File: src/rtl/rw_request_scheduler.sv
// Purpose: arbitrates read/write request FIFOs onto one backend command stream (reads first, bounded streaks, bus turnaround).
// Latency: 1 cycle from FIFO head (pop) to registered o_cmd/o_cmd_valid.
// Backpressure: i_cmd_ready=0 holds o_cmd and blocks all pops; turnaround timing is not extended by backpressure.

package rw_request_scheduler_pkg;
  typedef struct packed {
    logic [31:0] addr;
    logic [7:0]  id;
  } frontend_command_t;
endpackage

module rw_request_scheduler
  import rw_request_scheduler_pkg::*;
#(
  parameter int unsigned MAX_READ_STREAK  = 8,
  parameter int unsigned MAX_WRITE_STREAK = 8,
  parameter int unsigned T_RTW            = 2,
  parameter int unsigned T_WTR            = 3
) (
  input  logic              i_clk,
  input  logic              i_rst_n,
  input  logic              i_rd_fifo_empty,
  input  frontend_command_t i_rd_fifo_data,
  output logic              o_rd_fifo_pop,
  input  logic              i_wr_fifo_empty,
  input  frontend_command_t i_wr_fifo_data,
  input  logic              i_write_flush,
  output logic              o_wr_fifo_pop,
  output logic              o_cmd_valid,
  output frontend_command_t o_cmd,
  output logic              o_cmd_is_write,
  input  logic              i_cmd_ready,
  output logic              o_mode_write
);

  localparam logic [7:0] LP_MAX_RD = 8'(MAX_READ_STREAK);
  localparam logic [7:0] LP_MAX_WR = 8'(MAX_WRITE_STREAK);
  localparam logic [3:0] LP_RTW    = 4'(T_RTW - 1);
  localparam logic [3:0] LP_WTR    = 4'(T_WTR - 1);

  typedef enum logic [1:0] {
    S_READ  = 2'd0,
    S_R2W   = 2'd1,
    S_WRITE = 2'd2,
    S_W2R   = 2'd3
  } state_t;

  state_t            r_state;
  state_t            w_state_nxt;
  logic [7:0]        r_rd_streak;
  logic [7:0]        r_wr_streak;
  logic [3:0]        r_tcnt;
  logic              r_cmd_valid;
  frontend_command_t r_cmd;
  logic              r_cmd_is_write;

  logic              w_slot_free;
  logic              w_rd_switch;
  logic              w_wr_switch;
  logic              w_rd_pop;
  logic              w_wr_pop;
  logic              w_mode_write;

  // Output slot can take a new command when empty or being drained this cycle.
  assign w_slot_free = !r_cmd_valid || i_cmd_ready;

  // Leave read mode on a flush (RAW ordering), when reads run dry, or when the read streak starves writes.
  assign w_rd_switch = i_write_flush
                    || (!i_wr_fifo_empty && i_rd_fifo_empty)
                    || (!i_wr_fifo_empty && (r_rd_streak == LP_MAX_RD));

  // Leave write mode once drained, or on the streak limit unless a flush wants a full drain.
  assign w_wr_switch = i_wr_fifo_empty
                    || (!i_write_flush && !i_rd_fifo_empty && (r_wr_streak == LP_MAX_WR));

  // State register.
  always_ff @(posedge i_clk or negedge i_rst_n) begin
    if (!i_rst_n) begin
      r_state <= S_READ;
    end else begin
      r_state <= w_state_nxt;
    end
  end

  // Next-state logic: turnaround states exit when the gap counter reaches zero.
  always_comb begin
    w_state_nxt = r_state;
    case (r_state)
      S_READ:  if (w_rd_switch)   w_state_nxt = S_R2W;
      S_R2W:   if (r_tcnt == '0)  w_state_nxt = S_WRITE;
      S_WRITE: if (w_wr_switch)   w_state_nxt = S_W2R;
      S_W2R:   if (r_tcnt == '0)  w_state_nxt = S_READ;
      default: w_state_nxt = S_READ;
    endcase
  end

  // Output logic: at most one pop, never on a switch cycle, never into a full slot, never in reset.
  always_comb begin
    w_rd_pop     = 1'b0;
    w_wr_pop     = 1'b0;
    w_mode_write = 1'b0;
    case (r_state)
      S_READ:  w_rd_pop = i_rst_n && !w_rd_switch && !i_rd_fifo_empty && w_slot_free;
      S_R2W:   w_mode_write = 1'b1;
      S_WRITE: begin
        w_mode_write = 1'b1;
        w_wr_pop     = i_rst_n && !w_wr_switch && !i_wr_fifo_empty && w_slot_free;
      end
      default: begin
        w_rd_pop = 1'b0;
        w_wr_pop = 1'b0;
      end
    endcase
  end

  // Streak and turnaround counters; streaks saturate, the gap counter reloads on each switch.
  always_ff @(posedge i_clk or negedge i_rst_n) begin
    if (!i_rst_n) begin
      r_rd_streak <= '0;
      r_wr_streak <= '0;
      r_tcnt      <= '0;
    end else begin
      case (r_state)
        S_READ: begin
          if (w_rd_switch) begin
            r_tcnt      <= LP_RTW;
            r_rd_streak <= '0;
          end else if (i_wr_fifo_empty) begin
            r_rd_streak <= '0;
          end else if (w_rd_pop && (r_rd_streak != LP_MAX_RD)) begin
            r_rd_streak <= r_rd_streak + 8'd1;
          end
        end
        S_WRITE: begin
          if (w_wr_switch) begin
            r_tcnt      <= LP_WTR;
            r_wr_streak <= '0;
          end else if (w_wr_pop && !i_rd_fifo_empty && (r_wr_streak != LP_MAX_WR)) begin
            r_wr_streak <= r_wr_streak + 8'd1;
          end
        end
        default: begin
          if (r_tcnt != '0) r_tcnt <= r_tcnt - 4'd1;
        end
      endcase
    end
  end

  // Registered command slot: load on a pop, clear on accept with nothing new, hold under backpressure.
  always_ff @(posedge i_clk or negedge i_rst_n) begin
    if (!i_rst_n) begin
      r_cmd_valid    <= 1'b0;
      r_cmd          <= '0;
      r_cmd_is_write <= 1'b0;
    end else if (w_rd_pop) begin
      r_cmd_valid    <= 1'b1;
      r_cmd          <= i_rd_fifo_data;
      r_cmd_is_write <= 1'b0;
    end else if (w_wr_pop) begin
      r_cmd_valid    <= 1'b1;
      r_cmd          <= i_wr_fifo_data;
      r_cmd_is_write <= 1'b1;
    end else if (i_cmd_ready) begin
      r_cmd_valid    <= 1'b0;
    end
  end

  assign o_rd_fifo_pop  = w_rd_pop;
  assign o_wr_fifo_pop  = w_wr_pop;
  assign o_cmd_valid    = r_cmd_valid;
  assign o_cmd          = r_cmd;
  assign o_cmd_is_write = r_cmd_is_write;
  assign o_mode_write   = w_mode_write;

endmodule

File: config.mk
export PLATFORM = sky130hd
export DESIGN_NAME = rw_request_scheduler
export DESIGN_NICKNAME = d
export VERILOG_FILES = /design/src/rtl/rw_request_scheduler.sv
export SDC_FILE = /design/constraint.sdc
export NUM_CORES = 1
export LEC_CHECK = 0
export BUFFER_PORTS_ARGS = -buffer_cell sky130_fd_sc_hd__buf_2
export CORE_MARGIN = 2
export CORE_UTILIZATION = 44
export CTS_CLUSTER_SIZE = 40
export DETAILED_ROUTE_END_ITERATION = 8
export PLACE_DENSITY = 0.76
export SKIP_CTS_REPAIR_TIMING = 1
export SLEW_MARGIN = 25
export SYNTH_ARGS = -nofsm -noshare
export SYNTH_HDL_FRONTEND = slang
export SYNTH_SLANG_ARGS = --single-unit
File: constraint.sdc
create_clock -name i_clk -period 2.1 [get_ports i_clk]
set_input_delay 0.21 -clock i_clk [delete_from_list [all_inputs] [get_ports i_clk]]
set_output_delay 0.21 -clock i_clk [all_outputs]
set_load 0.03 [all_outputs]
==> metrics.yaml <==
critical_path:
  start_kind: "register"
  critPathMaxFanout: 4
  end_kind: "register"
  worstPathRequired_ns: 2.32
  arrival_ns: 2.40
  crit_type: "reg2reg"
timing:
  setup_viol: 5
  slew_headroom: 0.645
  tightest_slew_ns: 0.533
  max_freq_mhz: 459
  finalSetupTns_ns: -0.227
  min_period_ns: 2.18
  fin_ws_ns: -0.0806
  hold_violations: 0
  holdWs_ns: 0.108
  clock_skew_ns: 0.0113
  rsz0062_at_grt: "yes"
  fin_crit_sh: 1.04
  slew_viol_final: 0
finish:
  nFillCells: 586
  multi_input_area_sq_um: 1680
  syn_to_final_growth_pct: 46.4
  final_layout_size_suffix_gt1_frac: 0.418
  layout_commonest_cell: "buf_2"
  final_cell_mix: "buf_2 (128), nand2_1 (88), dfrtp_1 (64)"
  regArea_sq_um: 1600
  nets: 644
  antenna_cells: 0
  finish.instance_area_sq_um: 4810
place:
  port_buffers: 130
  place_congestion: 0.885
  dpl.hpwl_um: 6730
  placed_cell_area_sq_um: 4280
detailed_routing:
  dr.pass1.iters: 4
  vias_per_cell: 5.19
  drc: 0
  antenna_left: 0
  vias: 3381
  wl_per_cell_um: 14.6
  drt_first_iter_violations: 187
  routed_wl_um: 9520
worst_hold_path:
  hold_class: "in2reg"
clocking:
  clock_sinks: 64
  cts_buffer_depth: 2
  clkSlewWorstSetupHoldPaths_ns: 0.08
  clk_latency_ns: 0.34
  cts_made_buffers: 9
  cts_tree: "yes"
  cts-root-buf: "clkbuf_8"
  h-tree-depth: 3
run_status:
  violations: "setup timing"
  outcome: "complete, but fails checks"
yosys:
  syn_area_per_cell_sq_um: 8.76
  synth_edf_count: 0
  ys_ff_latch: 64
  yosys-top-cells-area: "dfrtp_1 (49%), nand2_1 (10%), a31oi_1 (8.2%)"
  synth_top_cell_area_share: 0.487
  yosysWarnings: 0
  synth.net_count: 471
  ys_dominant_reg_cell: "dfrtp_1"
  synth_largest_area_cell: "dfrtp_1"
  syn_area_sq_um: 3290
  synthArstFlopShare: 1.00
  synth.distinct_cells: 51
  ys_seq_area_frac: 0.487
  synthCells: 375
floorplan:
  ios: 131
  die_y_um: 90.4
  rows: 31
  initial_utilization: 0.453
  coreArea_sq_um: 7250
  die_w_um: 90.4
  design.die.area_sq_um: 8170
grt:
  grt_pass1_vias: 3185
  grt_overflow: 0
  track_usage: 0.226
  grt_max_degree: 43
  grt_pass1_wl_um: 14900
  antenna_found_initial: 0
pwr:
  power_density_nw_per_um2: 1330
  vdd_drop_max_v: 0.000701
  leakagePower_nw: 2.43
run:
  maxCapViolCount: 0
==> synthesized netlist by cell type, types with 2 or more instances <==
cell type,count
clkbuf_1,11
or2_1,2
a31oi_1,43
nand4_1,3
a21oi_1,6
o21a_1,2
mux2i_1,2
buf_2,7
or2_2,2
nand3_1,5
xnor2_1,5
nand2b_1,6
nor2_1,51
a41oi_1,2
dfrtp_1,64
nand2_1,88
nor4_1,4
nor3_1,4
inv_1,11
o31ai_1,6
ha_1,10
o21ai_0,12
==> worst max-delay path: stages, from the launching register on <==
cell and delay [ns]:
dfrtp_1 0.39, or4b_4 0.59, o31ai_4 0.24, or3b_4 0.44, nor2_4 0.11, mux2_4 0.30
==> cell type report <==
cell class              instances  share of cell area
well taps                      99              0.0258
repair buffers                181               0.233
flip-flops and latches         64               0.333
multi-input cells             280               0.349
clock buffers                   9              0.0258
inverters                      12              0.0109
clock inverters                 6              0.0226
==> cells by family (layout without fill, tap and decap cells) <==
family | Yosys count | after routing | share of synthesized area
xor+xnor | 5 | 5 | 0.0133
compound gates | 80 | 80 | 0.159
mux | 4 | 4 | 0.0129
buf+inv | 31 | 208 | 0.0381
fa+ha+maj | 10 | 10 | 0.0381
simple gates | 181 | 181 | 0.251
flops | 64 | 64 | 0.487
==> registers in the layout, summed over array words and instances (netlist names) <==
| name | cells |
|---|---|
| o_cmd | 40 |
| o_cmd_is_write | 1 |
| o_cmd_valid | 1 |
| r_rd_streak | 8 |
| r_state | 2 |
| r_tcnt | 4 |
| r_wr_streak | 8 |
==> path summary, 6_finish.rpt <==
check	slack, ns	depth (start not counted)	startpoint	endpoint
max	-0.08	5	r_wr_streak[7]$_DFFE_PN0P_	r_state[1]$_DFFE_PN0P_
min	0.11	3	i_wr_fifo_data[36]	o_cmd[36]$_DFFE_PN0P_
max reg2reg	-0.08	5	r_wr_streak[7]$_DFFE_PN0P_	r_state[1]$_DFFE_PN0P_
min reg2reg	0.49	1	r_tcnt[3]$_DFFE_PN0P_	r_tcnt[3]$_DFFE_PN0P_
max in group asynchronous	1.18	3	i_rst_n	o_cmd[1]$_DFFE_PN0P_
min in group asynchronous	0.45	3	i_rst_n	o_cmd[36]$_DFFE_PN0P_
==> through the flow <==
step           utilization  setup slack [ns]  power, W  std cells
2_1_floorplan            -           -0.0174   0.00393        375
3_3_place_gp         0.590           -0.0329   0.00483        616
3_5_place_dp         0.590           -0.0773   0.00494        616
4_1_cts              0.622            -0.322   0.00620        631
5_1_grt              0.663            -0.184   0.00677        651
6_report             0.663           -0.0806   0.00638        651
==> power by group <==
part	internal, W	switching (W)
logic	0.00117	0.00196
registers	0.00171	0.000274
clock network	0.000780	0.000479
total	0.00367	0.00271
==> metal layers <==
layer  vias to the layer above  share of wire  wire length (um)  global-route usage
met3                        26          0.034               325              0.0292
met4                         0          0.032               309               0.104
met2                       108           0.52              4950               0.393
li1                       1643              -                 -                   -
met5                         -              0                 0                   0
met1                      1604           0.41              3940               0.281
No activity file was read; power rests on OpenSTA's default activity.
